File: src/rtl/issue_ctrl_if.sv
// Decoder/datapath-facing bundle of the in-order issue controller.
// master = decoder + datapath side, slave = issue_ctrl.
interface issue_ctrl_if #(
   parameter int CNT_W = 16
);
   logic             in_valid;
   logic             in_ready;
   logic [4:0]       rd_addr;
   logic [4:0]       rs1_addr;
   logic [4:0]       rs2_addr;
   logic             operand_a_enable;
   logic             operand_b_enable;
   logic             rd_is_operand_a;
   logic             result_enable;
   logic             use_alu;
   logic             use_fpu;
   logic             is_load;
   logic             is_store;
   logic             is_jump;
   logic             alu_wb_valid;
   logic [4:0]       alu_wb_addr;
   logic             fpu_wb_valid;
   logic [4:0]       fpu_wb_addr;
   logic             mem_done;
   logic             issue_alu;
   logic             issue_fpu;
   logic             issue_mem;
   logic             issue_jump;
   logic [4:0]       issue_rd;
   logic [CNT_W-1:0] stall_cnt;

   modport master (
      output in_valid, rd_addr, rs1_addr, rs2_addr, operand_a_enable, operand_b_enable,
             rd_is_operand_a, result_enable, use_alu, use_fpu, is_load, is_store, is_jump,
             alu_wb_valid, alu_wb_addr, fpu_wb_valid, fpu_wb_addr, mem_done,
      input  in_ready, issue_alu, issue_fpu, issue_mem, issue_jump, issue_rd, stall_cnt
   );

   modport slave (
      input  in_valid, rd_addr, rs1_addr, rs2_addr, operand_a_enable, operand_b_enable,
             rd_is_operand_a, result_enable, use_alu, use_fpu, is_load, is_store, is_jump,
             alu_wb_valid, alu_wb_addr, fpu_wb_valid, fpu_wb_addr, mem_done,
      output in_ready, issue_alu, issue_fpu, issue_mem, issue_jump, issue_rd, stall_cnt
   );
endinterface

File: src/rtl/issue_ctrl.sv
// In-order issue controller: register scoreboard, FPU/memory occupancy, jump drain.
// Optional ISSUE_BYPASS_EN: same-cycle writebacks are masked out of the hazard check.
//
// state | meaning
// RUN   | accepting instructions whenever no hazard is present
// DRAIN | jump waiting for scoreboard, FPU and memory to empty; in_ready held low
module issue_ctrl #(
   parameter int FPU_LATENCY = 4,
   parameter int CNT_W       = 16
) (
   input  logic        clk,
   input  logic        rst_n,
   issue_ctrl_if.slave bus
);
   localparam int FW = $clog2(FPU_LATENCY + 1);

   typedef enum logic {RUN, DRAIN} state_t;

   state_t           state_q, state_d;
   logic [31:0]      pending;
   logic [31:0]      pend_chk, wb_clr, rd_set;
   logic [FW-1:0]    fpu_cnt;
   logic             mem_busy, mem_load;
   logic [4:0]       load_rd;
   logic [CNT_W-1:0] stall_q;
   logic             raw_haz, struct_haz, in_flight, jump_wait, ready, accept;
   logic             go_jump, go_mem, go_fpu, go_alu;
   logic             iss_alu, iss_fpu, iss_mem, iss_jump;
   logic [4:0]       iss_rd;

   always_comb begin
      wb_clr = '0;
      if (bus.alu_wb_valid) wb_clr[bus.alu_wb_addr] = 1'b1;
      if (bus.fpu_wb_valid) wb_clr[bus.fpu_wb_addr] = 1'b1;
      if (bus.mem_done && mem_busy && mem_load) wb_clr[load_rd] = 1'b1;
`ifdef ISSUE_BYPASS_EN
      pend_chk = pending & ~wb_clr;
`else
      pend_chk = pending;
`endif
      raw_haz = (bus.operand_a_enable && !bus.rd_is_operand_a && pend_chk[bus.rs1_addr]) ||
                ((bus.rd_is_operand_a || bus.result_enable) && pend_chk[bus.rd_addr]) ||
                (bus.operand_b_enable && pend_chk[bus.rs2_addr]);
      // Count reaches 1 on the FPU's last busy cycle, so an op accepted then issues as it frees.
      struct_haz = (bus.use_fpu && (fpu_cnt > FW'(1))) ||
                   ((bus.is_load || bus.is_store) && mem_busy);
      in_flight  = (|pending) || (fpu_cnt != '0) || mem_busy;
      jump_wait  = bus.is_jump && in_flight;
      ready      = (state_q == RUN) && !raw_haz && !struct_haz && !jump_wait;
      accept     = bus.in_valid && ready;

      go_jump = bus.is_jump;
      go_mem  = !go_jump && (bus.is_load || bus.is_store);
      go_fpu  = !go_jump && !go_mem && bus.use_fpu;
      go_alu  = !go_jump && !go_mem && !go_fpu && bus.use_alu;

      rd_set = '0;
      if (accept && (bus.result_enable || bus.is_load) && (bus.rd_addr != 5'd0))
         rd_set[bus.rd_addr] = 1'b1;
   end

   always_comb begin
      state_d = state_q;
      case (state_q)
         RUN:     if (bus.in_valid && jump_wait) state_d = DRAIN;
         DRAIN:   if (!in_flight) state_d = RUN;
         default: state_d = RUN;
      endcase
   end

   always_ff @(posedge clk or negedge rst_n) begin
      if (!rst_n) begin
         state_q  <= RUN;
         pending  <= '0;
         fpu_cnt  <= '0;
         mem_busy <= 1'b0;
         mem_load <= 1'b0;
         load_rd  <= '0;
         stall_q  <= '0;
         iss_alu  <= 1'b0;
         iss_fpu  <= 1'b0;
         iss_mem  <= 1'b0;
         iss_jump <= 1'b0;
         iss_rd   <= '0;
      end else begin
         state_q <= state_d;
         pending <= (pending & ~wb_clr) | rd_set;

         if (accept && go_fpu)       fpu_cnt <= FW'(FPU_LATENCY);
         else if (fpu_cnt != '0)     fpu_cnt <= fpu_cnt - FW'(1);

         if (accept && go_mem) begin
            mem_busy <= 1'b1;
            mem_load <= bus.is_load;
            load_rd  <= bus.rd_addr;
         end else if (bus.mem_done) begin
            mem_busy <= 1'b0;
         end

         if (bus.in_valid && !ready && (stall_q != '1)) stall_q <= stall_q + CNT_W'(1);

         iss_alu  <= accept && go_alu;
         iss_fpu  <= accept && go_fpu;
         iss_mem  <= accept && go_mem;
         iss_jump <= accept && go_jump;
         iss_rd   <= accept ? bus.rd_addr : 5'd0;
      end
   end

   assign bus.in_ready   = ready;
   assign bus.issue_alu  = iss_alu;
   assign bus.issue_fpu  = iss_fpu;
   assign bus.issue_mem  = iss_mem;
   assign bus.issue_jump = iss_jump;
   assign bus.issue_rd   = iss_rd;
   assign bus.stall_cnt  = stall_q;
endmodule
File: src/flat_wrapper.sv
// flat-port wrapper written by rule: the top's interface ports become plain ports
module issue_ctrl_flat 
#(
   parameter int FPU_LATENCY = 4,
   parameter int CNT_W       = 16
)
  (clk, rst_n, bus_in_valid, bus_rd_addr, bus_rs1_addr, bus_rs2_addr, bus_operand_a_enable, bus_operand_b_enable, bus_rd_is_operand_a, bus_result_enable, bus_use_alu, bus_use_fpu, bus_is_load, bus_is_store, bus_is_jump, bus_alu_wb_valid, bus_alu_wb_addr, bus_fpu_wb_valid, bus_fpu_wb_addr, bus_mem_done, bus_in_ready, bus_issue_alu, bus_issue_fpu, bus_issue_mem, bus_issue_jump, bus_issue_rd, bus_stall_cnt);
  issue_ctrl_if #(.CNT_W(CNT_W)) bus_i ();
  input  logic clk;
  input  logic rst_n;
  input wire logic [$bits(bus_i.in_valid)-1:0] bus_in_valid;
  input wire logic [$bits(bus_i.rd_addr)-1:0] bus_rd_addr;
  input wire logic [$bits(bus_i.rs1_addr)-1:0] bus_rs1_addr;
  input wire logic [$bits(bus_i.rs2_addr)-1:0] bus_rs2_addr;
  input wire logic [$bits(bus_i.operand_a_enable)-1:0] bus_operand_a_enable;
  input wire logic [$bits(bus_i.operand_b_enable)-1:0] bus_operand_b_enable;
  input wire logic [$bits(bus_i.rd_is_operand_a)-1:0] bus_rd_is_operand_a;
  input wire logic [$bits(bus_i.result_enable)-1:0] bus_result_enable;
  input wire logic [$bits(bus_i.use_alu)-1:0] bus_use_alu;
  input wire logic [$bits(bus_i.use_fpu)-1:0] bus_use_fpu;
  input wire logic [$bits(bus_i.is_load)-1:0] bus_is_load;
  input wire logic [$bits(bus_i.is_store)-1:0] bus_is_store;
  input wire logic [$bits(bus_i.is_jump)-1:0] bus_is_jump;
  input wire logic [$bits(bus_i.alu_wb_valid)-1:0] bus_alu_wb_valid;
  input wire logic [$bits(bus_i.alu_wb_addr)-1:0] bus_alu_wb_addr;
  input wire logic [$bits(bus_i.fpu_wb_valid)-1:0] bus_fpu_wb_valid;
  input wire logic [$bits(bus_i.fpu_wb_addr)-1:0] bus_fpu_wb_addr;
  input wire logic [$bits(bus_i.mem_done)-1:0] bus_mem_done;
  output wire logic [$bits(bus_i.in_ready)-1:0] bus_in_ready;
  output wire logic [$bits(bus_i.issue_alu)-1:0] bus_issue_alu;
  output wire logic [$bits(bus_i.issue_fpu)-1:0] bus_issue_fpu;
  output wire logic [$bits(bus_i.issue_mem)-1:0] bus_issue_mem;
  output wire logic [$bits(bus_i.issue_jump)-1:0] bus_issue_jump;
  output wire logic [$bits(bus_i.issue_rd)-1:0] bus_issue_rd;
  output wire logic [$bits(bus_i.stall_cnt)-1:0] bus_stall_cnt;
  assign bus_i.in_valid = bus_in_valid;
  assign bus_i.rd_addr = bus_rd_addr;
  assign bus_i.rs1_addr = bus_rs1_addr;
  assign bus_i.rs2_addr = bus_rs2_addr;
  assign bus_i.operand_a_enable = bus_operand_a_enable;
  assign bus_i.operand_b_enable = bus_operand_b_enable;
  assign bus_i.rd_is_operand_a = bus_rd_is_operand_a;
  assign bus_i.result_enable = bus_result_enable;
  assign bus_i.use_alu = bus_use_alu;
  assign bus_i.use_fpu = bus_use_fpu;
  assign bus_i.is_load = bus_is_load;
  assign bus_i.is_store = bus_is_store;
  assign bus_i.is_jump = bus_is_jump;
  assign bus_i.alu_wb_valid = bus_alu_wb_valid;
  assign bus_i.alu_wb_addr = bus_alu_wb_addr;
  assign bus_i.fpu_wb_valid = bus_fpu_wb_valid;
  assign bus_i.fpu_wb_addr = bus_fpu_wb_addr;
  assign bus_i.mem_done = bus_mem_done;
  assign bus_in_ready = bus_i.in_ready;
  assign bus_issue_alu = bus_i.issue_alu;
  assign bus_issue_fpu = bus_i.issue_fpu;
  assign bus_issue_mem = bus_i.issue_mem;
  assign bus_issue_jump = bus_i.issue_jump;
  assign bus_issue_rd = bus_i.issue_rd;
  assign bus_stall_cnt = bus_i.stall_cnt;
  issue_ctrl #(.FPU_LATENCY(FPU_LATENCY), .CNT_W(CNT_W)) u_core (.clk(clk), .rst_n(rst_n), .bus(bus_i));
endmodule
File: config.mk
export PLATFORM = sky130hd
export DESIGN_NAME = issue_ctrl_flat
export DESIGN_NICKNAME = d
export VERILOG_FILES = /design/src/rtl/issue_ctrl_if.sv /design/src/rtl/issue_ctrl.sv /design/src/flat_wrapper.sv
export SDC_FILE = /design/constraint.sdc
export NUM_CORES = 1
export LEC_CHECK = 0
export ABC_AREA = 1
export CAP_MARGIN = 5
export CORE_MARGIN = 2
export CORE_UTILIZATION = 61
export DETAILED_ROUTE_END_ITERATION = 8
export PLACE_DENSITY = 0.88
export RECOVER_POWER = 100
export SETUP_SLACK_MARGIN = 0.4
export SYNTH_ARGS = -nofsm -noshare
export SYNTH_HDL_FRONTEND = slang
export SYNTH_SLANG_ARGS = --single-unit
File: constraint.sdc
create_clock -name clk -period 6 [get_ports clk]
set_clock_uncertainty 0.2 [all_clocks]
set_input_delay 1.2 -clock clk [delete_from_list [all_inputs] [get_ports clk]]
set_output_delay 1.2 -clock clk [all_outputs]
set_load 0.1 [all_outputs]
# --- Yosys cells after proc, flatten, opt, wreduce, memory -nomap -nowiden ---
# Index checks and enable logic that the tools add are counted.
totals:
  regBits: 68
  in_bits: 40
  output_inout_bits: 26
  elab_cells: 110
op_classes:
  add_sub_neg: 2
  magnitude_cmp: 11
  eq_ne: 1
  muxes: 26
  bitwise: 6
  n_reduce_logical: 52
ops:
  columns: ["operator", "n"]
  rows:
  - ["$mux W32", 4]
  - ["$or A32 B32 Y32", 3]
  - ["$lt A5 B6 Y1 const B", 6]
  - ["$and A32 B32 Y32", 1]
  - ["$not A32 Y32", 1]
  - ["$reduce_or A32 Y1", 1]
  - ["$logic_and A1 B1 Y1", 31]
  - ["$demux W1 S5", 4]
  - ["$ge A5 B1 Y1 const B", 4]
  - ["$add A16 B1 Y16 const B", 1]
  - ["$ne A16 B16 Y1 const B", 1]
  - ["$bmux W1 S5", 3]
  - ["$mux W1", 11]
  - ["$logic_not A1 Y1", 8]
  - ["$logic_or A1 B1 Y1", 8]
  - ["$mux W3", 2]
  - ["$mux W5", 1]
  - ["$reduce_bool A5 Y1", 1]
  - ["$reduce_bool A2 Y1", 2]
  - ["$gt A3 B1 Y1 const B", 1]
  - ["$reduce_bool A3 Y1", 1]
  - ["$sub A3 B1 Y3 const B", 1]
  - ["$pmux W1 S2", 1]
  - ["$not A1 Y1", 1]

# --- Longest topological paths before layout ---
# Gate-level depths: netlist of the first run.
logic_depth:
  depth_word: 14
  depth_mapped: 16
  depth_no_buf: 15

# --- Least setup slack after synthesis of the first run ---
# OpenSTA, ideal clock, no wires.
synth_timing:
  kind: "in2out"
  start: "input bus_rs2_addr[0]"
  end: "output bus_in_ready"
  arrival_time_ps: 2816
  required_time_ps: 4600
  slack_ps: 1784
  stages: 13
  path_buffers: 3
  cell_sequence: "buf_2 -> inv_2 -> buf_2 -> nand2_1 -> nand3_1 -> nand3_1 -> nand2_1 -> nand2_1 -> nand3b_1 -> nand3_1 -> nand3_4 -> buf_1 -> inv_2"
synth_between:
  elab_chain_cells: 8
synth_rtl:
  columns: ["element", "line_no", "text"]
  rows:
  - ["start, declared", "flat_wrapper.sv:14", "input wire logic [$bits(bus_i.rs2_addr)-1:0] bus_rs2_addr;"]
  - ["$bmux W1 S5", "issue_ctrl.sv:43", "(bus.operand_b_enable && pend_chk[bus.rs2_addr]);"]
  - ["$mux W1 (not written as such)", "issue_ctrl.sv:43", null]
  - ["$logic_and A1 B1 Y1", "issue_ctrl.sv:43", null]
  - ["$logic_or A1 B1 Y1", "issue_ctrl.sv:42", "((bus.rd_is_operand_a || bus.result_enable) && pend_chk[bus.rd_addr]) ||"]
  - ["$logic_not A1 Y1", "issue_ctrl.sv:49", "ready = (state_q == RUN) && !raw_haz && !struct_haz && !jump_wait;"]
  - ["$logic_and A1 B1 Y1 (3 in a row)", "issue_ctrl.sv:49", null]
  - ["end, declared", "flat_wrapper.sv:29", "output wire logic [$bits(bus_i.in_ready)-1:0] bus_in_ready;"]
# No other way between the ends. The select of a mux whose other input is x is not followed.

# --- Worst setup path in the final report of the first run ---
layout_timing:
  start: "input bus_rd_addr[0]"
  end: "output bus_in_ready"
layout_between:
  elab_chain_cells: 9
layout_rtl:
  columns: ["element", "line_no", "text"]
  rows:
  - ["start, declared", "flat_wrapper.sv:12", "input wire logic [$bits(bus_i.rd_addr)-1:0] bus_rd_addr;"]
  - ["$bmux W1 S5", "issue_ctrl.sv:42", null]
  - ["$mux W1 (not written as such)", "issue_ctrl.sv:42", null]
  - ["$logic_and A1 B1 Y1", "issue_ctrl.sv:42", null]
  - ["$logic_or A1 B1 Y1", "issue_ctrl.sv:41", "raw_haz = (bus.operand_a_enable && !bus.rd_is_operand_a && pend_chk[bus.rs1_addr]) ||"]
  - ["$logic_or A1 B1 Y1", "issue_ctrl.sv:42", null]
  - ["$logic_not A1 Y1", "issue_ctrl.sv:49", null]
  - ["$logic_and A1 B1 Y1 (3 in a row)", "issue_ctrl.sv:49", null]
# No other way between the ends. The select of a mux whose other input is x is not followed.

==> results of run 1 <==
## power by group through the flow
| stage | Sequential, mW | Combinational, mW | Clock [mW] |
|---|---|---|---|
| after floorplan | 0.652 | 0.226 | 0 |
| after global placement | 0.565 | 0.454 | 0 |
| after detailed placement | 0.570 | 0.469 | 0 |
| after CTS | 0.561 | 0.472 | 0.384 |
| after global routing | 0.569 | 0.513 | 0.408 |
| final | 0.564 | 0.471 | 0.383 |
## worst min-delay path: stages, from the launching register on
cell and delay (ns):
dfrtp_1 0.36, nand2_1 0.06, nand2_1 0.06
## metrics by stage
step           util, %  instances  worst slack, ns  hold WS (ns)  cell area [sq um]
6_report          73.5        990            0.910         0.304               6010
5_1_grt           73.5        990            0.637         0.342               6010
4_1_cts           73.8        990             1.22         0.304               6030
3_5_place_dp      71.3        974             1.23         0.287               5830
3_3_place_gp      71.3        974             1.30         0.268               5830
2_1_floorplan        -        823             1.78         0.250               5130
## kinds of logic (layout without fill, tap and decap cells)
group | count (synthesis) | after routing | synth area share [%]
buf+inv | 103 | 165 | 8.01
simple gates | 577 | 577 | 48.4
compound gates | 55 | 55 | 6.71
xor+xnor | 16 | 16 | 2.73
fa+ha+maj | 4 | 4 | 0.976
flops | 68 | 68 | 33.2
## state kept, by name, indices dropped and copies added (netlist names)
name / cells
u_core.bus.issue_rd: 5
u_core.bus.issue_jump: 1
u_core.mem_load: 1
u_core.pend_chk: 32
u_core.fpu_cnt: 3
u_core.bus.issue_mem: 1
u_core.bus.issue_alu: 1
u_core.state_q: 1
u_core.bus.stall_cnt: 16
u_core.load_rd: 5
u_core.bus.issue_fpu: 1
u_core.mem_busy: 1
## final cells by class
cell class,count,area (sq um)
well taps,105,131
fillers,700,2170
repair buffers,69,682
flip-flops and latches,68,1700
inverters,80,300
clock buffers,9,124
clock inverters,7,75.1
multi-input cells,652,2990
## cells in the mapped netlist, drive strengths merged, types with 2 or more instances
| cell | instances |
|---|---|
| nor3 | 42 |
| dfrtp | 68 |
| ha | 4 |
| a221oi | 2 |
| inv | 80 |
| nor4 | 3 |
| a22oi | 9 |
| o2111ai | 5 |
| o21ai | 12 |
| or2 | 3 |
| o211ai | 6 |
| a21oi | 20 |
| xor2 | 8 |
| nand4 | 26 |
| nand3b | 2 |
| xnor2 | 8 |
| nor2 | 72 |
| nand3 | 109 |
| buf | 17 |
| nand2 | 319 |
| clkbuf | 6 |
## routing by layer
layer / vias to the layer above / wire, um / track usage [%]
li1: 2813 / - / -
met1: 2785 / 6790 / 54.0
met2: 408 / 7890 / 59.9
met3: 68 / 2380 / 11.5
met4: 0 / 547 / 15.7
met5: - / 0 / 0
## path summary, 6_finish.rpt
| kind | start | to | depth (start not counted) |
|---|---|---|---|
| min | u_core.mem_load | u_core.mem_load | 2 |
| max in group asynchronous | rst_n | u_core.bus.stall_cnt[14] | 2 |
| max reg2reg | u_core.fpu_cnt[0] | u_core.load_rd[2] | 14 |
| min in group asynchronous | rst_n | u_core.pend_chk[0] | 2 |
| max | bus_rd_addr[0] | bus_in_ready | 14 |
| min reg2reg | u_core.mem_load | u_core.mem_load | 2 |
==> run summary, run 1 <==
initial core utilization -> 62.7%
Net Sw Frac -> 41.0%
Top delay family on crit path -> buffers and inverters
TritonCTS Sinks -> 68
Reg2Reg Setup Slack -> 2.20 ns
Core Box Area -> 8180 sq um
Final period util -> 84.8%
Post-Syn Area -> 5130 sq um
Worst path max stage delay -> 0.71 ns
initial antenna violation count -> 0
internal power -> 837 uW
Power Density -> 236 nW/um^2
failing checks -> max-capacitance violations, max-slew violations
most frequent cells in the layout -> 319 x nand2_1, 108 x nand3_1, 74 x inv_1
Cells after Synth -> 823
max cap viols -> 1
post-synthesis sequential area ratio -> 33.2%
Root Driver -> clkbuf_8
area delta synth->final -> 17.2%
area leader, netlist -> dfrtp_1
initial DRC count -> 813
total CTS buffers -> 9
Setup-failing EPs final -> 0
GRT Overall Usage -> 39.8%
Initial DRT Pass Iterations -> 6
Post-synth ARST share -> 100%
Post-synth top flop -> dfrtp_1
Post-synth EDFFs -> 0
die footprint -> 9150 sq um
first-pass GRT wire length -> 27.4 mm
layout cell share with drive strength beyond 1 -> 3.39%
Static Leak -> 3.00 nW
Post-DP HPWL -> 13.3 mm
chip width -> 95.7 um
Remaining Overflow, GRT -> 0
slowest stage cell, crit path -> dlygate4sd3_1
final hold viol count -> 0
synthesis-stage register bit count -> 68
Post-CTS Setup Bufs -> 0
commonest non-fill, non-tap cell in the layout -> nand2_1
largest net degree at the start of global routing -> 69
Net Count, Synth -> 867
drt total wl -> 17.6 mm
number of cells upsized or downsized after cts -> 0
CP cell instances -> dlygate4sd3_1, inv_1, nand2_1, nand2_1, nand2_1, nand2_1, nand2_1, nand2_1, nor2_1, nand2_1, a21oi_1, nand3_4, inv_1, buf_12
antenna-violating nets left -> 0
clock power share -> 27.0%
via count of the routed design -> 6074
row cnt -> 33
Rel. slew slack -> -144%
clk slew on worst S/H paths -> 0.07 ns
Tmin final -> 5.09 ns
Cell variety after synth -> 32
# port buffers -> 65
reported net switching power -> 581 uW
Max Clock Freq -> 0.196 GHz
Layout Nets -> 924
Syn Area/Cell -> 6.23 sq um
final routed DRC violation total -> 0
worst-margin pin slew -> 3.66 ns
WP data required -> 4.60 ns
Comb power frac -> 33.2%
antenna diode count -> 0
RSZ-0062 raised after global routing -> false
setup TNS -> 0 ns
status -> complete, but fails checks
Setup CP Type -> in -> out
CTS Hold Bufs -> 0
I/O Pins -> 66
critical path arrival -> 3.69 ns
Seq pwr share -> 39.8%
H-tree levels -> 3
type of origin of the critical path -> primary input
CP max FO -> 19
latest clock arrival within the worst-skew pair -> 0.35 ns
synth warn -> 0
Overall Power -> 1.42 mW
Buf/Inv on CP -> 4
vias in the first global route -> 5376
peak supply drop -> 0.000195 V
DR WL/cell -> 17.8 um
most used cell, CP -> nand2_1
vias per cell -> 6.14
Slew Limit Fails -> 69
TritonCTS clock tree -> done
Max Root-Sink Buffers -> 2
GP Congestion -> 1.02
crit end category -> output port
top cell type's share of synthesized area -> 33.2%
HP Class -> reg -> reg
top cells by area, synth -> dfrtp_1 33%, nand2_1 23%, nand3_1 10%
Die Ht -> 95.7 um
No activity file was read; power rests on OpenSTA's default activity.
==> run 2, diff against run 1 <==
- CORE_UTILIZATION: 61 -> 57
- PLACE_DENSITY: 0.88 -> 0.83
- clock period: 6 -> 5.2 ns (I/O delays scaled with it)
==> run 2 against run 1 <==
Against the previous run:
- the run still ends with max-capacitance violations, max-slew violations left
- critical path depth shrank 3
- worst setup slack lost 0.22 ns
- non-clock buffer count grew 3
- total power grew 17%
- global-route usage shrank 3.2 points
- first-iteration DRC count shrank 15%
- utilization shrank 4.4 points
- sequential share of layout area shrank 0.094 points
- clock power grew 24%
- die area grew 6.7%
- critical path type unchanged
- critical endpoint unchanged
- largest power group unchanged
==> run summary, run 2 (synthesis results as in run 1) <==
status -> complete, but fails checks
failing checks -> max-capacitance violations, max-slew violations
latest clock arrival within the worst-skew pair -> 0.36 ns
layout cell share with drive strength beyond 1 -> 3.94%
Root Driver -> clkbuf_8
crit end category -> output port
initial DRC count -> 694
most frequent cells in the layout -> 319 x nand2_1, 108 x nand3_1, 73 x inv_1
critical path arrival -> 3.27 ns
WL met2 -> 7.88 mm
M1 wire length -> 7.22 mm
Worst path max stage delay -> 0.65 ns
die footprint -> 9770 sq um
H-tree levels -> 3
Reg2Reg Setup Slack -> 1.44 ns
Net Sw Frac -> 41.5%
Setup-failing EPs final -> 0
first-pass GRT wire length -> 28.3 mm
TritonCTS clock tree -> done
row cnt -> 34
largest net degree at the start of global routing -> 69
max layer used -> met4
Rel. slew slack -> -16.3%
slowest stage cell, crit path -> dlygate4sd3_1
setup TNS -> 0 ns
peak supply drop -> 0.000268 V
reported net switching power -> 690 uW
Layout Nets -> 927
Post-CTS Setup Bufs -> 0
CP cell instances -> dlygate4sd3_1, inv_1, nor3_1, nand2_1, nand2_1, nor2_1, nand2_1, a21oi_2, nand3_4, inv_2, clkbuf_2
Initial DRT Pass Iterations -> 5
Setup CP Type -> in -> out
antenna diode count -> 0
chip width -> 98.8 um
most used cell, CP -> nand2_1
Core Box Area -> 8720 sq um
Final Cell Area -> 6030 sq um
Max Root-Sink Buffers -> 2
Final period util -> 86.8%
vias per cell -> 6.10
via count of the routed design -> 6072
Slew Limit Fails -> 69
DR WL/cell -> 17.8 um
WP data required -> 3.96 ns
CTS Hold Bufs -> 0
initial core utilization -> 58.8%
I/O Pins -> 66
TritonCTS Sinks -> 68
HP Class -> reg -> reg
type of origin of the critical path -> primary input
RSZ-0062 raised after global routing -> false
Seq pwr share -> 38.9%
area delta synth->final -> 17.5%
commonest non-fill, non-tap cell in the layout -> nand2_1
clock power share -> 28.5%
Post-DP HPWL -> 13.0 mm
Comb power frac -> 32.6%
CP max FO -> 6
Remaining Overflow, GRT -> 0
max cap viols -> 1
Power Density -> 276 nW/um^2
initial antenna violation count -> 0
antenna-violating nets left -> 0
Die Ht -> 98.8 um
Routed met3 length -> 2.15 mm
final hold viol count -> 0
number of cells upsized or downsized after cts -> 0
GRT Overall Usage -> 36.6%
vias in the first global route -> 5474
Tmin final -> 4.51 ns
Largest register FFs -> 32
internal power -> 973 uW
Max Clock Freq -> 0.222 GHz
GP Congestion -> 0.988
clk slew on worst S/H paths -> 0.08 ns
final routed DRC violation total -> 0
Static Leak -> 3.00 nW
total CTS buffers -> 9
# port buffers -> 65
Placement Cell Area -> 5860 sq um
drt total wl -> 17.7 mm
worst-margin pin slew -> 1.74 ns
Overall Power -> 1.66 mW
==> run 2: power groups by stage <==
stage	Combinational (mW)	Clock (mW)	Sequential (mW)
after detailed placement	0.541	0	0.655
final	0.543	0.474	0.646
after global placement	0.528	0	0.653
after CTS	0.546	0.476	0.645
after global routing	0.595	0.495	0.654
after floorplan	0.261	0	0.752
==> run 2: cell type report <==
cell class / instances / area, sq um
Fill cell: 770 / 2700
Multi-Input combinational cell: 652 / 3000
Sequential cell: 68 / 1700
Inverter: 80 / 300
Clock inverter: 7 / 82.6
Clock buffer: 9 / 124
Tap cell: 108 / 135
Timing Repair Buffer: 72 / 687
==> run 2: per-layer routing <==
layer | GRT usage, % | up-vias
met2 | 54.5 | 407
met5 | 0 | -
li1 | - | 2813
met1 | 52.6 | 2790
met4 | 12.3 | 0
met3 | 8.65 | 62
==> run 2: path summary, 6_finish.rpt <==
kind / startpoint / end / cells past startpoint
max reg2reg: u_core.fpu_cnt[1] / u_core.mem_load / 15
max in group asynchronous: rst_n / u_core.pend_chk[1] / 2
min reg2reg: u_core.mem_load / u_core.mem_load / 2
max: bus_rd_addr[2] / bus_in_ready / 11
min in group asynchronous: rst_n / u_core.pend_chk[15] / 2
min: u_core.mem_load / u_core.mem_load / 2
==> run 2: through the flow <==
stage | utilization [%] | hold WS [ns] | cells | setup WS [ns]
final | 69.1 | 0.297 | 996 | 0.685
after detailed placement | 67.2 | 0.287 | 980 | 1.04
after global routing | 69.1 | 0.356 | 996 | 0.460
after floorplan | - | 0.250 | 823 | 1.30
after global placement | 67.2 | 0.265 | 980 | 1.08
after CTS | 69.6 | 0.306 | 996 | 1.03
==> run 2: worst max-delay path: cells and delay by family <==
kind | cells | cell delay [ns]
AOI/OAI and AO/OA | 1 | 0.08
buffers and inverters | 4 | 1.19
and+or+nand+nor | 6 | 0.96
==> run 3, diff against run 2 <==
- CORE_UTILIZATION: 57 -> 58
- CTS_BUF_LIST: default -> sky130_fd_sc_hd__clkbuf_4 sky130_fd_sc_hd__clkbuf_8
- PLACE_DENSITY: 0.83 -> 0.84
==> run 3 against run 2 <==
Against the previous run:
- the run still ends with max-capacitance violations, max-slew violations left
- utilization increased by 0.81 points
- clock-buffer cell count did not move
- sequential cell count unchanged
- final cell count is 0.20% lower
- via count down 0.36%
- clock power down 4%
- combinational power about the same
- sequential power is essentially flat
- largest power group unchanged
- highest routed layer unchanged
==> run summary, run 3 (synthesis results as in run 1) <==
drt total wl -> 17.4 mm
chip width -> 98.0 um
Hold EP -> u_core.mem_load
row cnt -> 34
Largest register FFs -> 32
TritonCTS Sinks -> 68
TritonCTS clock tree -> done
status -> complete, but fails checks
H-tree levels -> 3
max cap viols -> 1
I/O Pins -> 66
area delta synth->final -> 17.8%
Static Leak -> 3.02 nW
Post-CTS Setup Bufs -> 0
DR WL/cell -> 17.5 um
Layout Nets -> 925
initial core utilization -> 59.4%
type of origin of the critical path -> primary input
clk slew on worst S/H paths -> 0.08 ns
Reg2Reg Setup Slack -> 1.88 ns
cell depth of the worst setup path -> 12
vias in the first global route -> 5627
Slew Limit Fails -> 69
Net Sw Frac -> 41.2%
HP Class -> reg -> reg
die footprint -> 9610 sq um
layout cell share with drive strength beyond 1 -> 3.84%
most used cell, CP -> nand3_1
Setup-failing EPs final -> 0
CTS Hold Bufs -> 0
filler cell count -> 757
first-pass GRT wire length -> 28.1 mm
critical path arrival -> 3.39 ns
latest clock arrival within the worst-skew pair -> 0.36 ns
fin util -> 69.9%
WP data required -> 3.96 ns
CP max FO -> 17
Post-DP HPWL -> 13.0 mm
Buf/Inv on CP -> 4
antenna-violating nets left -> 0
CP cell instances -> dlygate4sd3_1, inv_1, nand2_1, nand3_1, nand3_1, nand2_1, nand2_1, nand3_1, nand3_1, nand3_4, inv_2, buf_12
Tmin final -> 4.63 ns
failing checks -> max-capacitance violations, max-slew violations
reported net switching power -> 679 uW
slowest stage cell, crit path -> dlygate4sd3_1
total CTS buffers -> 9
antenna diode count -> 0
# port buffers -> 65
worst r2r src -> u_core.fpu_cnt[0]
setup TNS -> 0 ns
Die Ht -> 98.0 um
final hold viol count -> 0
commonest non-fill, non-tap cell in the layout -> nand2_1
most frequent cells in the layout -> 319 x nand2_1, 107 x nand3_1, 73 x inv_1
peak supply drop -> 0.000268 V
via count of the routed design -> 6050
Top delay family on crit path -> buffers and inverters
final routed DRC violation total -> 0
clock power share -> 27.7%
GP Congestion -> 0.993
Root Driver -> clkbuf_8
Seq pwr share -> 39.4%
initial antenna violation count -> 0
placed cell count -> 978
Worst path max stage delay -> 0.89 ns
Initial DRT Pass Iterations -> 7
Setup CP Type -> in -> out
internal power -> 967 uW
HP Start -> u_core.mem_load
hold path cells -> 2
crit end category -> output port
initial DRC count -> 746
GRT Overall Usage -> 36.6%
number of cells upsized or downsized after cts -> 0
largest net degree at the start of global routing -> 69
R2R cell count -> 15
RSZ-0062 raised after global routing -> false
Overall Power -> 1.65 mW
Final period util -> 89.0%
Core Box Area -> 8640 sq um
non-filler cells in the finished layout -> 994
Max Clock Freq -> 0.216 GHz
vias per cell -> 6.09
Power Density -> 273 nW/um^2
terminus of the critical flop-to-flop path -> u_core.mem_load
Max Root-Sink Buffers -> 2
Rel. slew slack -> -16.3%
Comb power frac -> 32.9%
Remaining Overflow, GRT -> 0
worst-margin pin slew -> 1.75 ns
-- run 3: changes by cell type in the layout (fill, tap and decap cells not counted), sizes merged --
cell	before	now
clkinv	0	5
inv	84	81
clkinvlp	2	0
buf	6	5
clkbuf	12	11
clkdlybuf4s50	36	35
dlygate4sd3	27	28
-- run 3: power by group through the flow --
stage               Clock (mW)  Combinational, mW  Sequential (mW)
CTS                      0.457              0.544            0.646
global placement             0              0.522            0.652
detailed placement           0              0.542            0.656
floorplan                    0              0.261            0.752
global route             0.477              0.594            0.655
finish                   0.456              0.542            0.648
-- run 3: worst max-delay path by stage --
stage / from / endpoint / slack [ns]
3_5_place_dp: bus_rs2_addr[0] / bus_in_ready / 0.85
5_1_grt: bus_rs2_addr[0] / u_core.bus.stall_cnt[2] / 0.39
4_1_cts: bus_rs2_addr[0] / bus_in_ready / 0.82
2_1_floorplan: bus_rs2_addr[0] / bus_in_ready / 1.30
3_3_place_gp: bus_rs2_addr[0] / bus_in_ready / 0.90
6_report: bus_rs2_addr[0] / bus_in_ready / 0.57
-- run 3: worst register-to-register path, cell delays in order, from the launching register on --
cell,delay (ns)
dfrtp_1,0.39
inv_1,0.14
ha_1,0.17
nand2_1,0.13
nor3_1,0.21
nand2_1,0.08
nor2_1,0.15
nand2_1,0.07
nand2_1,0.06
nand2_1,0.07
a21oi_2,0.16
nand3_4,0.11
clkbuf_1,0.43
nor2_8,0.55
nand3_1,0.22
nand2_1,0.11
-- run 3: layout make-up --
cell class / count / area, sq um / area share [%]
multi-input cells: 652 / 3010 / 49.9
flip-flops and latches: 68 / 1700 / 28.2
repair buffers: 70 / 687 / 11.4
inverters: 80 / 300 / 4.97
well taps: 108 / 135 / 2.24
clock buffers: 9 / 124 / 2.05
clock inverters: 7 / 75.1 / 1.24
-- run 3: stage by stage --
step	cell area [sq um]	hold WS [ns]	setup WS [ns]
after floorplan	5130	0.250	1.30
after global placement	5840	0.263	0.898
after detailed placement	5840	0.319	0.850
after CTS	6040	0.337	0.823
after global routing	6040	0.357	0.392
final	6040	0.331	0.570
-- run 3: layer usage --
layer  vias up  part of all wire (%)  track usage [%]
met5         -                     0                0
met3        65                    13             9.16
met1      2762                    40             51.8
met4         0                   3.4             15.4
met2       418                    43             53.7
li1       2805                     -                -
